File: src/rtl/rps_pkg.sv
// Shared definitions for the rock-paper-scissors blocks: result codes, match
// states, and the digit helpers used by the score display.
package rps_pkg;

  localparam logic [1:0] RES_WIN     = 2'd0;
  localparam logic [1:0] RES_LOSE    = 2'd1;
  localparam logic [1:0] RES_TIE     = 2'd2;
  localparam logic [1:0] RES_ILLEGAL = 2'd3;

  typedef enum logic [1:0] {
    ST_PLAYING    = 2'b01,
    ST_MATCH_OVER = 2'b10
  } state_t;

  localparam logic [7:0] SEG_BLANK = 8'hFF;
  localparam logic [6:0] SCORE_MAX = 7'd99;

  // Active-low {dp,g,f,e,d,c,b,a}; anything that is not a decimal digit is dark.
  function automatic logic [7:0] seg_lut(input logic [3:0] code);
    logic [7:0] s;
    case (code)
      4'd0:    s = 8'hC0;
      4'd1:    s = 8'hF9;
      4'd2:    s = 8'hA4;
      4'd3:    s = 8'hB0;
      4'd4:    s = 8'h99;
      4'd5:    s = 8'h92;
      4'd6:    s = 8'h82;
      4'd7:    s = 8'hF8;
      4'd8:    s = 8'h80;
      4'd9:    s = 8'h90;
      default: s = SEG_BLANK;
    endcase
    return s;
  endfunction

  function automatic logic [6:0] sat_inc(input logic [6:0] v);
    return (v >= SCORE_MAX) ? SCORE_MAX : v + 7'd1;
  endfunction

  function automatic logic [3:0] tens_of(input logic [6:0] v);
    logic [3:0] t;
    t = 4'd0;
    for (int k = 1; k < 10; k++) begin
      if (v >= 7'(k * 10)) t = 4'(k);
    end
    return t;
  endfunction

  function automatic logic [3:0] ones_of(input logic [6:0] v);
    return 4'(v - 7'(tens_of(v)) * 7'd10);
  endfunction

endpackage

File: src/rtl/rps_score_tracker_if.sv
// Result handshake from the round engine into the score tracker.
interface rps_score_tracker_if;
  logic       result_valid;
  logic [1:0] result_code;
  logic       new_match;

  modport master (output result_valid, output result_code, output new_match);
  modport slave  (input  result_valid, input  result_code, input  new_match);
endinterface

File: src/rtl/seg7_scanner.sv
// Four-digit multiplexed seven-segment driver: rotates digits 3..0, one slot
// per SCAN_DELAY cycles, with registered segment and digit-enable outputs.
module seg7_scanner
  import rps_pkg::*;
#(
  parameter int SCAN_DELAY = 2500
) (
  input  logic            clk,
  input  logic            reset_n,
  input  logic [3:0][3:0] digits,
  input  logic [3:0]      blank,
  output logic [7:0]      seg,
  output logic [3:0]      digit_sel
);

  localparam int CW = (SCAN_DELAY > 1) ? $clog2(SCAN_DELAY) : 1;

  logic [CW-1:0] scan_cnt_reg;
  logic [1:0]    idx_reg;
  logic [7:0]    glyph [4];
  logic          advance;

  genvar gi;
  generate
    for (gi = 0; gi < 4; gi++) begin : g_glyph
      assign glyph[gi] = blank[gi] ? SEG_BLANK : seg_lut(digits[gi]);
    end
  endgenerate

  assign advance = (scan_cnt_reg == CW'(SCAN_DELAY - 1));

  // Segments and enable are captured together so a slot never shows a
  // neighbour's glyph.
  always_ff @(posedge clk or negedge reset_n) begin
    if (!reset_n) begin
      scan_cnt_reg <= '0;
      idx_reg      <= 2'd3;
      seg          <= SEG_BLANK;
      digit_sel    <= 4'b1111;
    end else if (advance) begin
      scan_cnt_reg <= '0;
      idx_reg      <= idx_reg - 2'd1;
      seg          <= glyph[idx_reg];
      digit_sel    <= ~(4'b0001 << idx_reg);
    end else begin
      scan_cnt_reg <= scan_cnt_reg + CW'(1);
    end
  end

endmodule

File: src/rtl/rps_score_tracker.sv
// Match scorekeeper for the rock-paper-scissors game: turns round results into
// tallies, declares a first-to-WIN_TARGET champion and drives the score display.
module rps_score_tracker
  import rps_pkg::*;
#(
  parameter int WIN_TARGET = 3,
  parameter int SCAN_DELAY = 2500,
  parameter int BLINK_DIV  = 25000000
) (
  input  logic               clk,
  input  logic               reset_n,
  rps_score_tracker_if.slave eng,
  output logic [6:0]         score_player,
  output logic [6:0]         score_cpu,
  output logic [6:0]         ties,
  output logic               match_over,
  output logic               player_champion,
  output logic               cpu_champion,
  output logic               code_err,
  output logic [7:0]         seg,
  output logic [3:0]         digit_sel
);

  localparam int BW = $clog2(BLINK_DIV + 1);

  state_t        state_reg, state_next;
  logic [6:0]    player_reg, player_next;
  logic [6:0]    cpu_reg, cpu_next;
  logic [6:0]    ties_reg, ties_next;
  logic          err_reg, err_next;
  logic          pchamp_reg, pchamp_next;
  logic          cchamp_reg, cchamp_next;
  logic          valid_q_reg, new_q_reg;
  logic [BW-1:0] blink_cnt_reg, blink_cnt_next;
  logic          blink_show_reg, blink_show_next;

  logic          result_evt, new_evt;
  logic [6:0]    player_inc, cpu_inc;

  assign result_evt = eng.result_valid & ~valid_q_reg;
  assign new_evt    = eng.new_match & ~new_q_reg;
  assign player_inc = sat_inc(player_reg);
  assign cpu_inc    = sat_inc(cpu_reg);

  always_ff @(posedge clk or negedge reset_n) begin
    if (!reset_n) begin
      state_reg      <= ST_PLAYING;
      player_reg     <= '0;
      cpu_reg        <= '0;
      ties_reg       <= '0;
      err_reg        <= 1'b0;
      pchamp_reg     <= 1'b0;
      cchamp_reg     <= 1'b0;
      valid_q_reg    <= 1'b0;
      new_q_reg      <= 1'b0;
      blink_cnt_reg  <= '0;
      blink_show_reg <= 1'b1;
    end else begin
      state_reg      <= state_next;
      player_reg     <= player_next;
      cpu_reg        <= cpu_next;
      ties_reg       <= ties_next;
      err_reg        <= err_next;
      pchamp_reg     <= pchamp_next;
      cchamp_reg     <= cchamp_next;
      valid_q_reg    <= eng.result_valid;
      new_q_reg      <= eng.new_match;
      blink_cnt_reg  <= blink_cnt_next;
      blink_show_reg <= blink_show_next;
    end
  end

  always_comb begin
    state_next      = state_reg;
    player_next     = player_reg;
    cpu_next        = cpu_reg;
    ties_next       = ties_reg;
    err_next        = err_reg;
    pchamp_next     = pchamp_reg;
    cchamp_next     = cchamp_reg;
    blink_cnt_next  = '0;
    blink_show_next = 1'b1;

    // A new match request takes priority and swallows a coincident result.
    if (new_evt) begin
      state_next  = ST_PLAYING;
      player_next = '0;
      cpu_next    = '0;
      ties_next   = '0;
      err_next    = 1'b0;
      pchamp_next = 1'b0;
      cchamp_next = 1'b0;
    end else begin
      case (state_reg)
        ST_PLAYING: begin
          if (result_evt) begin
            case (eng.result_code)
              RES_WIN: begin
                player_next = player_inc;
                if (player_inc == 7'(WIN_TARGET)) begin
                  state_next  = ST_MATCH_OVER;
                  pchamp_next = 1'b1;
                end
              end
              RES_LOSE: begin
                cpu_next = cpu_inc;
                if (cpu_inc == 7'(WIN_TARGET)) begin
                  state_next  = ST_MATCH_OVER;
                  cchamp_next = 1'b1;
                end
              end
              RES_TIE: ties_next = sat_inc(ties_reg);
              default: err_next = 1'b1;
            endcase
          end
        end
        ST_MATCH_OVER: begin
          if (blink_cnt_reg == BW'(BLINK_DIV - 1)) begin
            blink_show_next = ~blink_show_reg;
          end else begin
            blink_cnt_next  = blink_cnt_reg + BW'(1);
            blink_show_next = blink_show_reg;
          end
        end
        default: state_next = ST_PLAYING;
      endcase
    end
  end

  assign score_player    = player_reg;
  assign score_cpu       = cpu_reg;
  assign ties            = ties_reg;
  assign code_err        = err_reg;
  assign match_over      = (state_reg == ST_MATCH_OVER);
  assign player_champion = pchamp_reg & match_over;
  assign cpu_champion    = cchamp_reg & match_over;

  logic [3:0][3:0] digits;
  logic [3:0]      blank;
  logic            blink_dark;

  assign digits     = {tens_of(player_reg), ones_of(player_reg),
                       tens_of(cpu_reg), ones_of(cpu_reg)};
  assign blink_dark = ~blink_show_reg;
  assign blank[3]   = (digits[3] == 4'd0) | (blink_dark & player_champion);
  assign blank[2]   = blink_dark & player_champion;
  assign blank[1]   = (digits[1] == 4'd0) | (blink_dark & cpu_champion);
  assign blank[0]   = blink_dark & cpu_champion;

  seg7_scanner #(
    .SCAN_DELAY (SCAN_DELAY)
  ) u_scanner (
    .clk       (clk),
    .reset_n   (reset_n),
    .digits    (digits),
    .blank     (blank),
    .seg       (seg),
    .digit_sel (digit_sel)
  );

endmodule

File: src/flat_wrapper.sv
// flat-port wrapper written by rule: the top's interface ports become plain ports
module rps_score_tracker_flat import rps_pkg::*;
#(
  parameter int WIN_TARGET = 3,
  parameter int SCAN_DELAY = 2500,
  parameter int BLINK_DIV  = 25000000
)
  (clk, reset_n, score_player, score_cpu, ties, match_over, player_champion, cpu_champion, code_err, seg, digit_sel, eng_result_valid, eng_result_code, eng_new_match);
  rps_score_tracker_if eng_i ();
  input  logic clk;
  input  logic reset_n;
  output logic [6:0] score_player;
  output logic [6:0] score_cpu;
  output logic [6:0] ties;
  output logic match_over;
  output logic player_champion;
  output logic cpu_champion;
  output logic code_err;
  output logic [7:0] seg;
  output logic [3:0] digit_sel;
  input wire logic [$bits(eng_i.result_valid)-1:0] eng_result_valid;
  input wire logic [$bits(eng_i.result_code)-1:0] eng_result_code;
  input wire logic [$bits(eng_i.new_match)-1:0] eng_new_match;
  assign eng_i.result_valid = eng_result_valid;
  assign eng_i.result_code = eng_result_code;
  assign eng_i.new_match = eng_new_match;
  rps_score_tracker #(.WIN_TARGET(WIN_TARGET), .SCAN_DELAY(SCAN_DELAY), .BLINK_DIV(BLINK_DIV)) u_core (.clk(clk), .reset_n(reset_n), .eng(eng_i), .score_player(score_player), .score_cpu(score_cpu), .ties(ties), .match_over(match_over), .player_champion(player_champion), .cpu_champion(cpu_champion), .code_err(code_err), .seg(seg), .digit_sel(digit_sel));
endmodule
File: config.mk
export PLATFORM = sky130hd
export DESIGN_NAME = rps_score_tracker_flat
export DESIGN_NICKNAME = d
export VERILOG_FILES = /design/src/rtl/rps_pkg.sv /design/src/rtl/rps_score_tracker_if.sv /design/src/rtl/seg7_scanner.sv /design/src/rtl/rps_score_tracker.sv /design/src/flat_wrapper.sv
export SDC_FILE = /design/constraint.sdc
export NUM_CORES = 1
export LEC_CHECK = 0
export ABC_AREA = 0
export CORE_MARGIN = 5
export CORE_UTILIZATION = 35
export DETAILED_ROUTE_END_ITERATION = 7
export HOLD_SLACK_MARGIN = 0.05
export PLACE_DENSITY_LB_ADDON = 0.3
export SLEW_MARGIN = 30
export SYNTH_ARGS = -nofsm -noshare
export SYNTH_HDL_FRONTEND = slang
export SYNTH_SLANG_ARGS = --single-unit
File: constraint.sdc
create_clock -name clk -period 4.36 [get_ports clk]
set_input_delay 0.872 -clock clk [delete_from_list [all_inputs] [get_ports clk]]
set_output_delay 0.872 -clock clk [all_outputs]
set_load 0.01 [all_outputs]
== After elaboration in Yosys (flattened, before gate mapping) ==
Memories as Yosys holds them, arrays and structs flattened.
Index checks and enable logic that the tools add are counted.

* Shift-type cells: 1
* $lt $le $gt $ge: 22
* $mul: 2
* Mux-type cells: 67
* Add/subtract/negate cells: 8
* Bitwise operators: 13
* Eq/ne operators: 15
* Reduce and logical (&&, ||, !) cells: 18

{| class="wikitable"
|+ Operators by type and width
! cell !! number
|-
| 7-bit 2-to-1 mux || 15
|-
| 25-bit 2-to-1 mux || 3
|-
| 7-bit >= comparator (second input constant) || 9
|-
| 8-bit 2-to-1 mux || 6
|-
| 7-bit by 6-bit >= comparator with 1-bit output (second input constant) || 6
|-
| 7-bit by 5-bit >= comparator with 1-bit output (second input constant) || 4
|-
| 25-bit by 1-bit adder with 25-bit output (second input constant) || 1
|-
| 25-bit == test (second input constant) || 1
|-
| 3-bit 2-to-1 mux || 8
|-
| 7-bit by 1-bit adder with 7-bit output (second input constant) || 3
|-
| 1-bit 2-to-1 mux || 19
|-
| 8-bit binary-select mux with 2-bit select || 1
|-
| 2-bit 2-to-1 mux || 8
|-
| 4-bit 2-to-1 mux || 4
|-
| 7-bit by 2-bit == test with 1-bit output (second input constant) || 2
|-
| 7-bit by 4-bit >= comparator with 1-bit output (second input constant) || 2
|-
| 2-bit nonzero test || 7
|-
| 12-bit by 1-bit adder with 12-bit output (second input constant) || 1
|-
| 12-bit == test (second input constant) || 1
|-
| 12-bit 2-to-1 mux || 1
|-
| 4-bit by 2-bit inequality test with 1-bit output (second input constant) || 3
|-
| 3-bit AND reduction || 4
|-
| 4-bit logical NOT || 2
|-
| 4-bit by 3-bit multiplier with 3-bit output (second input constant) || 2
|-
| 20 further kinds || 33
|}

* Input bits: 6
* Logic and storage cells: 165
* Register bits: 80
* Output and inout bits: 37
* Memory bits (read-only): 448
* Memories: 4

{| class="wikitable"
|+ Memories
! name !! depth !! bits a word !! rd ports !! clocked after Yosys merged registers in !! wr ports !! RTL line !! source
|-
| (name not given) || 16 || 7 || 1 || 0 || 0 || rps_pkg.sv:21 || <nowiki>case (code)</nowiki>
|-
| (name not given) || 16 || 7 || 1 || 0 || 0 || rps_pkg.sv:21 ||
|-
| (name not given) || 16 || 7 || 1 || 0 || 0 || rps_pkg.sv:21 ||
|-
| (name not given) || 16 || 7 || 1 || 0 || 0 || rps_pkg.sv:21 ||
|}

== Longest topological paths before layout ==
Gate-level depths: netlist of run 1.
An unclocked memory read counts as a cell.

* Word-level depth: 17
* Mapped depth: 16

== Cells and area by module ==
Synthesis of run 1 repeated with hierarchy kept, for this count alone.

* Cell total of the unflattened synthesis: 627
* Area, all modules: 5388.9 um^2

{| class="wikitable"
|+ Modules (own cells, without submodules)
! module !! cells each !! area each (um^2) !! times used !! sequential area each (um^2)
|-
| rps_score_tracker || 388 || 3330.7 || 1 || 1353.8
|-
| seg7_scanner || 239 || 2058.2 || 1 || 641.9
|}

== Worst setup path after synthesis of run 1 ==
No wires, ideal clock.

* Kind: reg2reg
* Start: register u_core.player_reg[4], in the netlist u_core.score_player[4]
* End: register u_core.u_scanner.seg[6]
* Arrival: 3351 ps
* Library setup time: 82 ps
* Data required time: 4278 ps
* Buffers on the path: 1
* Clock period less this slack: 3432 ps
* Stages on the path, launching flop included: 13
* Path slack: 928 ps
* Path through: dfrtp_1 -> clkbuf_1 -> nor2b_1 -> o31ai_1 -> o32a_1 -> or2_1 -> ha_1 -> fa_1 -> xnor2_1 -> nor3_2 -> or2_4 -> o211a_1 -> a211o_1

* Cells in the longest elaborated chain, start to end: 17
* Elaborated cells between the ends (all ways): 29

{| class="wikitable"
|+ RTL lines
! what !! RTL line !! source
|-
| start: declaration || rps_score_tracker.sv:27 || <nowiki>logic [6:0] player_reg, player_next;</nowiki>
|-
| start signal: assignment || rps_score_tracker.sv:60 || <nowiki>player_reg <= player_next;</nowiki>
|-
| 7-bit by 4-bit >= comparator with 1-bit output || rps_pkg.sv:45 || <nowiki>if (v >= 7'(k * 10)) t = 4'(k);</nowiki>
|-
| 1-bit 2-to-1 mux || rps_pkg.sv:45 ||
|-
| 2-bit 2-to-1 mux (2 in a row) || rps_pkg.sv:45 ||
|-
| 3-bit 2-to-1 mux (4 in a row) || rps_pkg.sv:45 ||
|-
| 4-bit 2-to-1 mux || rps_pkg.sv:45 ||
|-
| 4-bit 2-to-1 mux (*) || rps_pkg.sv:45 ||
|-
| 4-bit by 3-bit multiplier with 3-bit output || rps_pkg.sv:51 || <nowiki>return 4'(v - 7'(tens_of(v)) * 7'd10);</nowiki>
|-
| 4-bit subtractor || rps_pkg.sv:51 ||
|-
| memory read 16 x 7 bit || -- ||
|-
| 8-bit 2-to-1 mux || seg7_scanner.sv:26 || <nowiki>assign glyph[gi] = blank[gi] ? SEG_BLANK : seg_lut(digits[gi]);</nowiki>
|-
| 8-bit binary-select mux with 2-bit select (*) || seg7_scanner.sv:43 || <nowiki>seg <= glyph[idx_reg];</nowiki>
|-
| 8-bit 2-to-1 mux (implied by the code) (*) (2 in a row) || seg7_scanner.sv:43 ||
|-
| end signal: assignment || seg7_scanner.sv:43 ||
|-
| end: declaration || seg7_scanner.sv:12 || <nowiki>output logic [7:0] seg,</nowiki>
|}

Mark *: on every way between the ends. The rest lies on a longest branch, timed or not. The select of a mux whose other input is x is not followed.
A chain may end at the register's enable or synchronous reset.

== Final worst setup path of run 1 ==
Same ends and word-level chain as after synthesis.

==> metrics.md, run 1 <==
| Metric | Value |
|---|---|
| DRC viols | `0` |
| Hold_sp | `u_core.u_scanner.digit_sel[2]` |
| R2r setup slk | `530 ps` |
| Final period util | `0.879` |
| Worst Reg-to-Reg Cells | `11` |
| Top layer reached by signal wires | `met4` |
| Post CTS Setup Buffer Count | `0` |
| Placed wire-length estimate | `between 9 and 10 mm` |
| Num CTS Buffers | `9` |
| Overflow after GRT | `0` |
| CP peak stage delay | `~740 ps` |
| Pleak | `roughly 0.0026 uW` |
| Synth top area cells | `dfrtp_1, dfstp_2, ha_1, nor2_1, nand2_1` |
| DP Worst Slack | `around 600 ps` |
| Syn avg cell area | `8.55 um^2` |
| PostCTS Resize Cnt | `0` |
| Post-route antenna net violation count | `0` |
| Global-route wire length before repair | `between 20 and 25 mm` |
| EDFF count, synth | `0` |
| DR WL/cell | `between 15 and 20 um` |
| Final nets | `700` |
| Critical Path Slowest Stage Cell | `dfrtp_1` |
| Area of the multi-input gates | `between 3000 and 4000 um^2` |
| GRT Total Usage | `0.149` |
| Clock period minus worst slack | `roughly 3800 ps` |
| Kind of critical path | `flip-flop to flip-flop` |
| Critical path startpoint category | `flip-flop` |
| Worst clock skew | `around 8.8 ps` |
| Setup TNS | `0 ps` |
| CP most frequent cell | `a211o_1` |
| Final Hold Fails | `0` |
| Final worst slack | `between 500 and 600 ps` |
| Vias | `between 4000 and 5000` |
| Largest net degree at the start of global routing | `80` |
| CTS root buf | `clkbuf_16` |
| Tightest Pin Transition | `915 ps` |
| Area Growth Syn to Fin | `16.6%` |
| Worst Hold Class | `flip-flop to flip-flop` |
| Yosys cell types | `between 70 and 80` |
| Cell Area, Synth | `5440 um^2` |
| Sequential share of the synthesized area | `0.367` |
| Outcome | `finished clean` |
| Ys Warns | `0` |
| Rel. slew slack | `0.388` |
| Highest Clock Rate | `between 0.2 and 0.3 GHz` |
| Max VDD drop | `roughly 0.00025 V` |
| Cell taking the most area after synthesis | `dfrtp_1` |
| TritonCTS clock tree | `built` |
| Hold-fix buffers, CTS | `0` |
| Fillers | `about 1500` |
| Met1 WL | `about 6.3 mm` |
| CTS Sinks | `79` |
| Cell count after synthesis | `636` |
| Worst r2r src | `u_core.score_player[4]` |
| RSZ-0062 raised after global routing | `no` |
| FFs w/ async S/R, synth | `1.00` |
| Initial antenna violation count | `0` |
| Final setup violation count | `0` |
| Share of cells above drive strength 1 | `0.0719` |
| PwrDens | `276 nW/um^2` |
| Worst path buffer plus inverter count | `0` |
| Final slew viol count | `0` |
| Largest register FFs | `25` |
| Vias in the first global route | `around 4500` |
| Worst-skew pair later-pin latency | `roughly 350 ps` |
| Placer's final routability congestion estimate | `about 0.86` |
| WP data arrival | `4110 ps` |
| Net Count, Synth | `~670` |
| Number of diodes | `0` |
| Max clock buf depth | `2` |
| Hold path depth | `2` |
| Ys flop type | `dfrtp_1` |
| Clock Pin Slew Worst Setup and Hold Paths | `approximately 60 ps` |
| Metal3 WL | `approximately 620 um` |
| Std-Cell Rows | `45` |
| Die H | `around 130 um` |
| Total Wirelength | `between 10 and 15 mm` |
| CP Max Fanout | `22` |
| Starting Density | `0.358` |
| Full die area | `18100 um^2` |
| Critical path required time | `4640 ps` |
| Via density | `between 5 and 6` |
| I/O pin cnt | `43` |
| First-pass DRT Iterations | `5` |
| Worst-path cell chain | `nor2b_1 -> o31ai_1 -> o32a_1 -> or2_1 -> ha_1 -> fa_1 -> xnor2_1 -> o21a_1 -> o21ai_1 -> a211o_1 -> a211o_1` |
| Die Wd | `between 100 and 150 um` |
| WHS Endpoint | `u_core.u_scanner.digit_sel[2]` |
| PortBufs | `roughly 40` |
| Register area | `~2000 um^2` |
| Max Cap Viol | `0` |
| Routed wl met2 | `6.10 mm` |
| Largest delay share family, worst path | `compound AO/OA/AOI/OAI gates` |
| CORE AREA | `15200 um^2` |
| RR Endpoint | `u_core.u_scanner.seg[6]` |
| Share of the synthesized area in the top cell type | `0.295` |
| FF+latch count, synth | `~80` |
| Initial DRC count | `289` |
| Worst Setup End Kind | `flip-flop` |
| H-tree levels | `3` |
stage by stage:
stage	area (um^2)	power, uW	hold slack, ps	utilization	instances
floorplan	5440	853	447	-	636
global placement	6000	912	468	0.395	840
detailed placement	6010	915	475	0.395	840
CTS	6340	1780	483	0.417	856
global route	6340	1840	508	0.417	856
finish	6340	1750	477	0.417	856
cell families (layout without fill, tap and decap cells):
group           count (synthesis)  after routing  share of synthesized area
flops                          79             79                      0.367
mux                             5              5                    0.00944
other cells                     1              1                   0.000690
xor+xnor                       40             40                     0.0645
compound gates                157            157                      0.192
fa+ha+maj                      33             33                     0.0778
buf+inv                        58             90                     0.0410
simple gates                  263            263                      0.247
area by class of cell:
type	instances	share of cell area
clock buffer	9	0.0355
clock inverter	7	0.0172
inverter	27	0.0160
multi-input combinational	499	0.507
sequential	79	0.315
tap	188	0.0371
timing repair buffer	47	0.0720
worst reg2reg max path: stages, from the launching register on:
cell and delay [ps]:
dfrtp_1 740, nor2b_1 250, o31ai_1 80, o32a_1 400
or2_1 290, ha_1 210, fa_1 420, xnor2_1 440
o21a_1 240, o21ai_1 160, a211o_1 280, a211o_1 250
per-layer routing:
layer | vias up | track usage
li1 | 2345 | -
met1 | 2309 | 0.207
met2 | 120 | 0.235
met3 | 19 | 0.0343
met4 | 0 | 0.0402
met5 | - | 0
synth_stat cells, drive strengths merged, types with 5 or more instances:
| cell | number |
|---|---|
| inv | 27 |
| o21ai | 41 |
| dfrtp | 64 |
| nand2b | 9 |
| nor2 | 80 |
| a21oi | 37 |
| nor2b | 8 |
| or2 | 6 |
| dfstp | 15 |
| ha | 29 |
| xor2 | 20 |
| clkbuf | 29 |
| nor3 | 10 |
| o22ai | 7 |
| a211o | 6 |
| and2 | 8 |
| o211a | 7 |
| o31ai | 5 |
| nor3b | 5 |
| nor4 | 5 |
| xnor2 | 20 |
| and3 | 22 |
| a31oi | 5 |
| nand2 | 50 |
| nand3 | 29 |
| nand4 | 10 |
| o211ai | 11 |
placed cells by master (no fill, tap or decap), drive strengths merged, types with 11 or more instances in the layout:
| cell | netlist | routed |
|---|---|---|
| a21oi | 37 | 37 |
| and3 | 22 | 22 |
| clkdlybuf4s50 | 0 | 40 |
| dfrtp | 64 | 64 |
| dfstp | 15 | 15 |
| ha | 29 | 29 |
| inv | 27 | 31 |
| nand2 | 50 | 50 |
| nand3 | 29 | 29 |
| nor2 | 80 | 80 |
| o211ai | 11 | 11 |
| o21ai | 41 | 41 |
| xnor2 | 20 | 20 |
| xor2 | 20 | 20 |
power by group:
group | switching (uW) | internal [uW] | total (uW)
sequential | 17.0 | 743 | 760
combinational | 82.7 | 58.6 | 141
clock | 337 | 515 | 852
worst max path at each step:
| stage | from | end | slack [ps] | cells after the start |
|---|---|---|---|---|
| 2_1_floorplan | u_core.score_player[4] | u_core.u_scanner.seg[6] | 930 | 12 |
| 3_3_place_gp | u_core.score_player[4] | u_core.u_scanner.seg[6] | 750 | 11 |
| 3_5_place_dp | u_core.score_player[4] | u_core.u_scanner.seg[6] | 600 | 11 |
| 4_1_cts | u_core.score_player[4] | u_core.u_scanner.seg[6] | 580 | 11 |
| 5_1_grt | u_core.score_player[4] | u_core.u_scanner.seg[6] | 270 | 11 |
| 6_report | u_core.score_player[4] | u_core.u_scanner.seg[6] | 530 | 11 |
No activity file was read; power rests on OpenSTA's default activity.
==> inputs of run 2 (changes only) <==
- GPL_ROUTABILITY_DRIVEN: not set -> 0
==> run 2 against run 1 <==
  * Sequential share of layout area up 0.056 points
  * Core utilization down 0.074 points
  * Cell count up 0.12%
  * Die area unchanged
  * Clock skew up 2.5 ps
  * Global-route usage down 0.050 points
  * Critical path depth unchanged
  * Worst setup slack better by 47 ps
  * Register-to-register slack better by 50 ps
  * Design area down 0.18%
  * Clock power down 6.8%
  * Critical endpoint unchanged
  * Largest cell class unchanged
==> metrics.md, run 2 (same netlist as run 1, synthesis figures left out) <==
| Metric | Value |
|---|---|
| Final Hold Fails | `0 (unchanged)` |
| DRC viols | `0 (unchanged)` |
| Post-route antenna net violation count | `0 (unchanged)` |
| Hold-fix buffers, CTS | `0 (unchanged)` |
| Placed wire-length estimate | `9.53 mm (about the same)` |
| Metal3 WL | `527 um (-16%)` |
| Final slew viol count | `0 (unchanged)` |
| H-tree levels | `3 (unchanged)` |
| Worst Setup End Kind | `flip-flop` |
| Worst Reg-to-Reg Cells | `11 (unchanged)` |
| Routed wl met2 | `6.11 mm (about the same)` |
| Max clock buf depth | `2 (unchanged)` |
| Pleak | `0.00259 uW (-0.34%)` |
| CTS root buf | `clkbuf_16` |
| I/O pin cnt | `43 (unchanged)` |
| Area Growth Syn to Fin | `16.4%` |
| Final instance area | `6330 um^2 (-0.18%)` |
| Global-route wire length before repair | `22.3 mm (-0.46%)` |
| GRT Total Usage | `0.149 (-0.000502)` |
| Share of cells above drive strength 1 | `0.0747 (+0.00288)` |
| Critical path required time | `4640 ps (about the same)` |
| R2r setup slk | `570 ps (+50 ps)` |
| Final nets | `701 (+0.14%)` |
| CP most frequent cell | `a211o_1` |
| Highest Clock Rate | `0.264 GHz (+1.3%)` |
| Hold path depth | `2 (unchanged)` |
| Top layer reached by signal wires | `met4` |
| CP Max Fanout | `20 (-9.1%)` |
| PostCTS Resize Cnt | `0 (unchanged)` |
| Die H | `135 um (unchanged)` |
| PortBufs | `41 (unchanged)` |
| Max Cap Viol | `0 (unchanged)` |
| Critical path startpoint category | `flip-flop` |
| CTS Sinks | `79 (unchanged)` |
| Worst r2r src | `u_core.score_player[2]` |
| Largest register FFs | `25 (unchanged)` |
| RR Endpoint | `u_core.u_scanner.seg[6]` |
| Finished Layout Cells | `857 (+0.12%)` |
| Worst clock skew | `11.3 ps (+2.48 ps)` |
| Largest net degree at the start of global routing | `52 (-35%)` |
| Vias in the first global route | `4536 (+0.49%)` |
| Overflow after GRT | `0 (unchanged)` |
| Initial antenna violation count | `0 (unchanged)` |
| Final setup violation count | `0 (unchanged)` |
| PwrDens | `268 nW/um^2 (-3.0%)` |
| Placed cell count | `841 (+0.12%)` |
| Worst-skew pair later-pin latency | `350 ps (about the same)` |
| Crit path from | `u_core.score_player[2]` |
| Rel. slew slack | `0.475 (+0.0870)` |
| Total Wirelength | `13.1 mm (-0.81%)` |
| Tightest Pin Transition | `777 ps (-139 ps)` |
| Post CTS Setup Buffer Count | `0 (unchanged)` |
| Most common cell after layout, fill and taps aside | `nor2_1` |
| Final period util | `0.868 (-0.0109)` |
| Clock period minus worst slack | `3790 ps (-47.3 ps)` |
| Area of placed instances | `6010 um^2 (about the same)` |
| Setup TNS | `0 ps (unchanged)` |
| Kind of critical path | `flip-flop to flip-flop` |
| Die Wd | `135 um (unchanged)` |
| Clock Pin Slew Worst Setup and Hold Paths | `60 ps (about the same)` |
| RSZ-0062 raised after global routing | `no` |
| Worst-path cell chain | `nand4bb_1 -> o31ai_1 -> o32a_1 -> or2_1 -> ha_1 -> fa_1 -> xnor2_1 -> o21a_1 -> o21ai_1 -> a211o_1 -> a211o_1` |
| First-pass DRT Iterations | `4 (-1)` |
| WP data arrival | `4060 ps (-50 ps)` |
| Full die area | `18100 um^2 (unchanged)` |
| DR WL/cell | `15.3 um (-0.93%)` |
| TritonCTS clock tree | `built` |
| Worst Setup EP | `u_core.u_scanner.seg[6]` |
| Util after Layout | `0.416 (-0.000741)` |
| CP peak stage delay | `720 ps (-20 ps)` |
| Via density | `5.54 (-1.1%)` |
| Commonest cells after routing, fill and taps aside | `nor2_1, dfrtp_1, nand2_1` |
| Outcome | `finished clean` |
| Met1 WL | `6.25 mm (about the same)` |
| Critical Path Slowest Stage Cell | `dfrtp_1` |
| Worst Hold Class | `flip-flop to flip-flop` |
| Number of diodes | `0 (unchanged)` |
| Starting Density | `0.358 (unchanged)` |
| Max VDD drop | `0.000243 V (-1.6%)` |
| CORE AREA | `15200 um^2 (unchanged)` |
| Vias | `4745 (-1.0%)` |
| Num CTS Buffers | `9 (unchanged)` |
| Initial DRC count | `187 (-35%)` |
| Std-Cell Rows | `45 (unchanged)` |
==> run 2: worst min path at each step <==
stage                                     startpoint                                to  slack (ps)
finish                 u_core.u_scanner.digit_sel[2]     u_core.u_scanner.digit_sel[2]         480
global placement    u_core.u_scanner.scan_cnt_reg[0]  u_core.u_scanner.scan_cnt_reg[0]         470
detailed placement  u_core.u_scanner.scan_cnt_reg[0]  u_core.u_scanner.scan_cnt_reg[0]         470
CTS                 u_core.u_scanner.scan_cnt_reg[0]  u_core.u_scanner.scan_cnt_reg[0]         480
global route        u_core.u_scanner.scan_cnt_reg[0]  u_core.u_scanner.scan_cnt_reg[0]         510
floorplan           u_core.u_scanner.scan_cnt_reg[0]  u_core.u_scanner.scan_cnt_reg[0]         450
==> run 2: stage by stage <==
| step | total power, uW | setup slack (ps) | hold WS, ps |
|---|---|---|---|
| after global placement | 913 | 802 | 467 |
| after CTS | 1720 | 629 | 484 |
| after detailed placement | 915 | 649 | 474 |
| final | 1700 | 575 | 480 |
| after floorplan | 853 | 928 | 447 |
| after global routing | 1770 | 368 | 514 |
==> run 2: cell type report <==
class                   instances  area [um^2]
flip-flops and latches         79         2000
clock buffers                  10          239
well taps                     188          235
fillers                      1509         8870
repair buffers                 48          460
multi-input cells             499         3220
inverters                      27          101
clock inverters                 6         75.1
==> run 2: critical path, delay by kind of cell (launching register included) <==
kind | cells | cell delay, ps
xor gates and xnor gates | 1 | 450
DFF | 1 | 720
AOI/OAI and AO/OA | 6 | 1410
and+or+nand+nor | 2 | 510
adders and majority gates | 2 | 620
==> run 2: power breakdown <==
part / internal (uW) / total (uW) / switching, uW
Clock: 468 / 794 / 326
Combinational: 58.9 / 142 / 83.2
Sequential: 743 / 760 / 17.2
Total: 1270 / 1700 / 427
==> run 2: per-layer routing <==
layer | vias up | GRT usage
met5 | - | 0
met4 | 0 | 0.0447
met3 | 17 | 0.0332
met2 | 108 | 0.233
met1 | 2274 | 0.206
li1 | 2346 | -
==> inputs of run 3 (changes only) <==
--- a/config.mk
+++ b/config.mk
@@ -13,3 +13,2 @@
 export HOLD_SLACK_MARGIN = 0.05
-export PLACE_DENSITY_LB_ADDON = 0.3
 export SLEW_MARGIN = 30
--- a/constraint.sdc
+++ b/constraint.sdc
@@ -3,2 +3,2 @@
 set_output_delay 0.872 -clock clk [all_outputs]
-set_load 0.01 [all_outputs]
+set_load 0.02 [all_outputs]
==> run 3 against run 2 <==
  * Hold slack better by 3.9 ps
  * Largest cell class unchanged
  * Die area stayed put
  * Clock power is 0.9% higher
  * Via count is 0.76% lower
  * Wire length is 0.35% lower
  * Core utilization stayed put
  * Critical endpoint unchanged
  * Clock skew is 1.2 ps lower
  * Power is 0.64% higher
==> metrics.md, run 3 (same netlist as run 1, synthesis figures left out) <==
| Metric | Value |
|---|---|
| CP Max Fanout | `22 (+10%)` |
| Vias | `4709 (-0.76%)` |
| GRT Total Usage | `0.148 (-0.000938)` |
| Critical Path Slowest Stage Cell | `dfrtp_1` |
| Hold path depth | `2 (unchanged)` |
| RSZ-0062 raised after global routing | `no` |
| Rel. slew slack | `0.391 (-0.0844)` |
| CORE AREA | `15200 um^2 (unchanged)` |
| Std-Cell Rows | `45 (unchanged)` |
| First-pass DRT Iterations | `5 (+1)` |
| Placed wire-length estimate | `9.45 mm (-0.85%)` |
| Hold-fix buffers, CTS | `0 (unchanged)` |
| Worst Hold Class | `flip-flop to flip-flop` |
| H-tree levels | `3 (unchanged)` |
| Placed cell count | `842 (+0.12%)` |
| Setup TNS | `0 ps (unchanged)` |
| Worst Reg-to-Reg Cells | `11 (unchanged)` |
| Total Wirelength | `13.0 mm (-0.35%)` |
| Share of cells above drive strength 1 | `0.0746 (-0.000112)` |
| I/O pin cnt | `43 (unchanged)` |
| Pleak | `0.00259 uW (+0.15%)` |
| Switch Pwr | `449 uW (+5.3%)` |
| Worst clock skew | `10.1 ps (-1.19 ps)` |
| Overall Power | `1710 uW (+0.64%)` |
| Area Growth Syn to Fin | `16.4% (unchanged)` |
| Int Power | `1260 uW (-0.92%)` |
| Global-route wire length before repair | `22.1 mm (-0.93%)` |
| Full die area | `18100 um^2 (unchanged)` |
| Max Cap Viol | `0 (unchanged)` |
| Sequential share of power | `0.445 (-0.003)` |
| Overflow after GRT | `0 (unchanged)` |
| RR Endpoint | `u_core.u_scanner.seg[6]` |
| Area of the multi-input gates | `3220 um^2 (-0.16%)` |
| Initial DRC count | `227 (+21%)` |
| Worst-skew pair later-pin latency | `350 ps (about the same)` |
| Die H | `135 um (unchanged)` |
| Outcome | `finished clean` |
| Kind of critical path | `flip-flop to flip-flop` |
| CTS Sinks | `79 (unchanged)` |
| CTS root buf | `clkbuf_16` |
| Starting Density | `0.358 (unchanged)` |
| Finished Layout Cells | `858 (+0.12%)` |
| R2r setup slk | `540 ps (-30 ps)` |
| Worst r2r src | `u_core.score_player[4]` |
| TritonCTS clock tree | `built` |
| Highest Clock Rate | `0.262 GHz (-0.83%)` |
| Clock Pin Slew Worst Setup and Hold Paths | `70 ps (about the same)` |
| Post-route antenna net violation count | `0 (unchanged)` |
| Die Wd | `135 um (unchanged)` |
| Fillers | `1512 (+0.20%)` |
| Vias in the first global route | `4586 (+1.1%)` |
| Final nets | `702 (+0.14%)` |
| Final slew viol count | `0 (unchanged)` |
| Post CTS Setup Buffer Count | `0 (unchanged)` |
| Number of diodes | `0 (unchanged)` |
| Critical path startpoint category | `flip-flop` |
| Most common cell after layout, fill and taps aside | `nor2_1` |
| Tightest Pin Transition | `911 ps (+135 ps)` |
| CP peak stage delay | `730 ps (about the same)` |
| Initial antenna violation count | `0 (unchanged)` |
| Max VDD drop | `0.000255 V (+5.0%)` |
| Critical path required time | `4640 ps (about the same)` |
| Max clock buf depth | `2 (unchanged)` |
| Worst Setup End Kind | `flip-flop` |
| WP data arrival | `4090 ps (+30 ps)` |
| Worst-path cell chain | `nor2b_1 -> o31ai_1 -> o32a_1 -> or2_1 -> ha_1 -> fa_1 -> xnor2_1 -> o21a_1 -> o21ai_1 -> a211o_1 -> a211o_1` |
| Combinational group share of total power | `0.086 (+0.002)` |
| WHS Endpoint | `u_core.u_scanner.digit_sel[1]` |
| Largest net degree at the start of global routing | `51 (-1.9%)` |
| Commonest cells after routing, fill and taps aside | `nor2_1, dfrtp_1, nand2_1` |
| Num CTS Buffers | `9 (unchanged)` |
| Register area | `2000 um^2 (unchanged)` |
| PostCTS Resize Cnt | `0 (unchanged)` |
| Clock period minus worst slack | `3820 ps (+31.6 ps)` |
| Final period util | `0.875 (+0.00725)` |
| DRC viols | `0 (unchanged)` |
| Switch share | `0.263 (+0.0116)` |
| PwrDens | `270 nW/um^2 (+0.64%)` |
| Final setup violation count | `0 (unchanged)` |
| CP most frequent cell | `a211o_1` |
| Clock power share | `0.469 (about the same)` |
| Final Hold Fails | `0 (unchanged)` |
| DR WL/cell | `15.2 um (-0.47%)` |
| Via density | `5.49 (-0.87%)` |
| PortBufs | `41 (unchanged)` |
| Hold_sp | `u_core.u_scanner.digit_sel[1]` |
| Largest register FFs | `25 (unchanged)` |
## run 3: changes by cell type in the layout (fill, tap and decap cells not counted)
cell	delta
nand3_1	+1
inv_8	+1
clkbuf_8	-1
nand3_2	-1
buf_4	+1
## run 3: worst max-delay path by stage
stage                                 startpoint                 endpoint  slack, ps  cells after the start
after floorplan           u_core.score_player[4]  u_core.u_scanner.seg[6]        850                     12
after global placement    u_core.score_player[4]  u_core.u_scanner.seg[6]        730                     11
after detailed placement  u_core.score_player[4]  u_core.u_scanner.seg[6]        610                     11
after CTS                 u_core.score_player[4]  u_core.u_scanner.seg[6]        580                     11
after global routing      u_core.score_player[4]  u_core.u_scanner.seg[6]        220                     11
final                     u_core.score_player[4]  u_core.u_scanner.seg[6]        540                     11
## run 3: power groups by stage
stage | clock network, uW | logic [uW] | registers, uW
floorplan | 0 | 81.8 | 776
global placement | 0 | 146 | 772
detailed placement | 0 | 148 | 773
CTS | 831 | 148 | 760
global route | 866 | 168 | 761
finish | 801 | 147 | 760
## run 3: layout make-up
cell class | count | share of cell area
clock inverters | 7 | 0.0136
well taps | 188 | 0.0372
flip-flops and latches | 79 | 0.315
repair buffers | 49 | 0.0739
inverters | 27 | 0.0160
multi-input cells | 499 | 0.508
clock buffers | 9 | 0.0356
## run 3: layer usage
metal | wire length [um] | vias to the layer above | GRT usage
met5 | 0 | - | 0
met4 | 197 | 0 | 0.0413
met3 | 527 | 17 | 0.0328
met2 | 5940 | 103 | 0.236
met1 | 6360 | 2246 | 0.202
li1 | - | 2343 | -
## run 3: per-stage QoR
stage                     utilization  setup WS [ps]  area [um^2]  hold slack, ps
after floorplan                     -            853         5440             447
after global placement          0.396            731         6020             469
after detailed placement        0.396            614         6020             475
after CTS                       0.416            578         6330             485
after global routing            0.416            225         6330             507
final                           0.416            543         6330             484
## run 3: critical path, delay by kind of cell, from the launching register on
family	cells	cell delay, ps
flops	1	730
simple gates	2	530
compound gates	6	1410
fa+ha+maj	2	630
xor+xnor	1	440
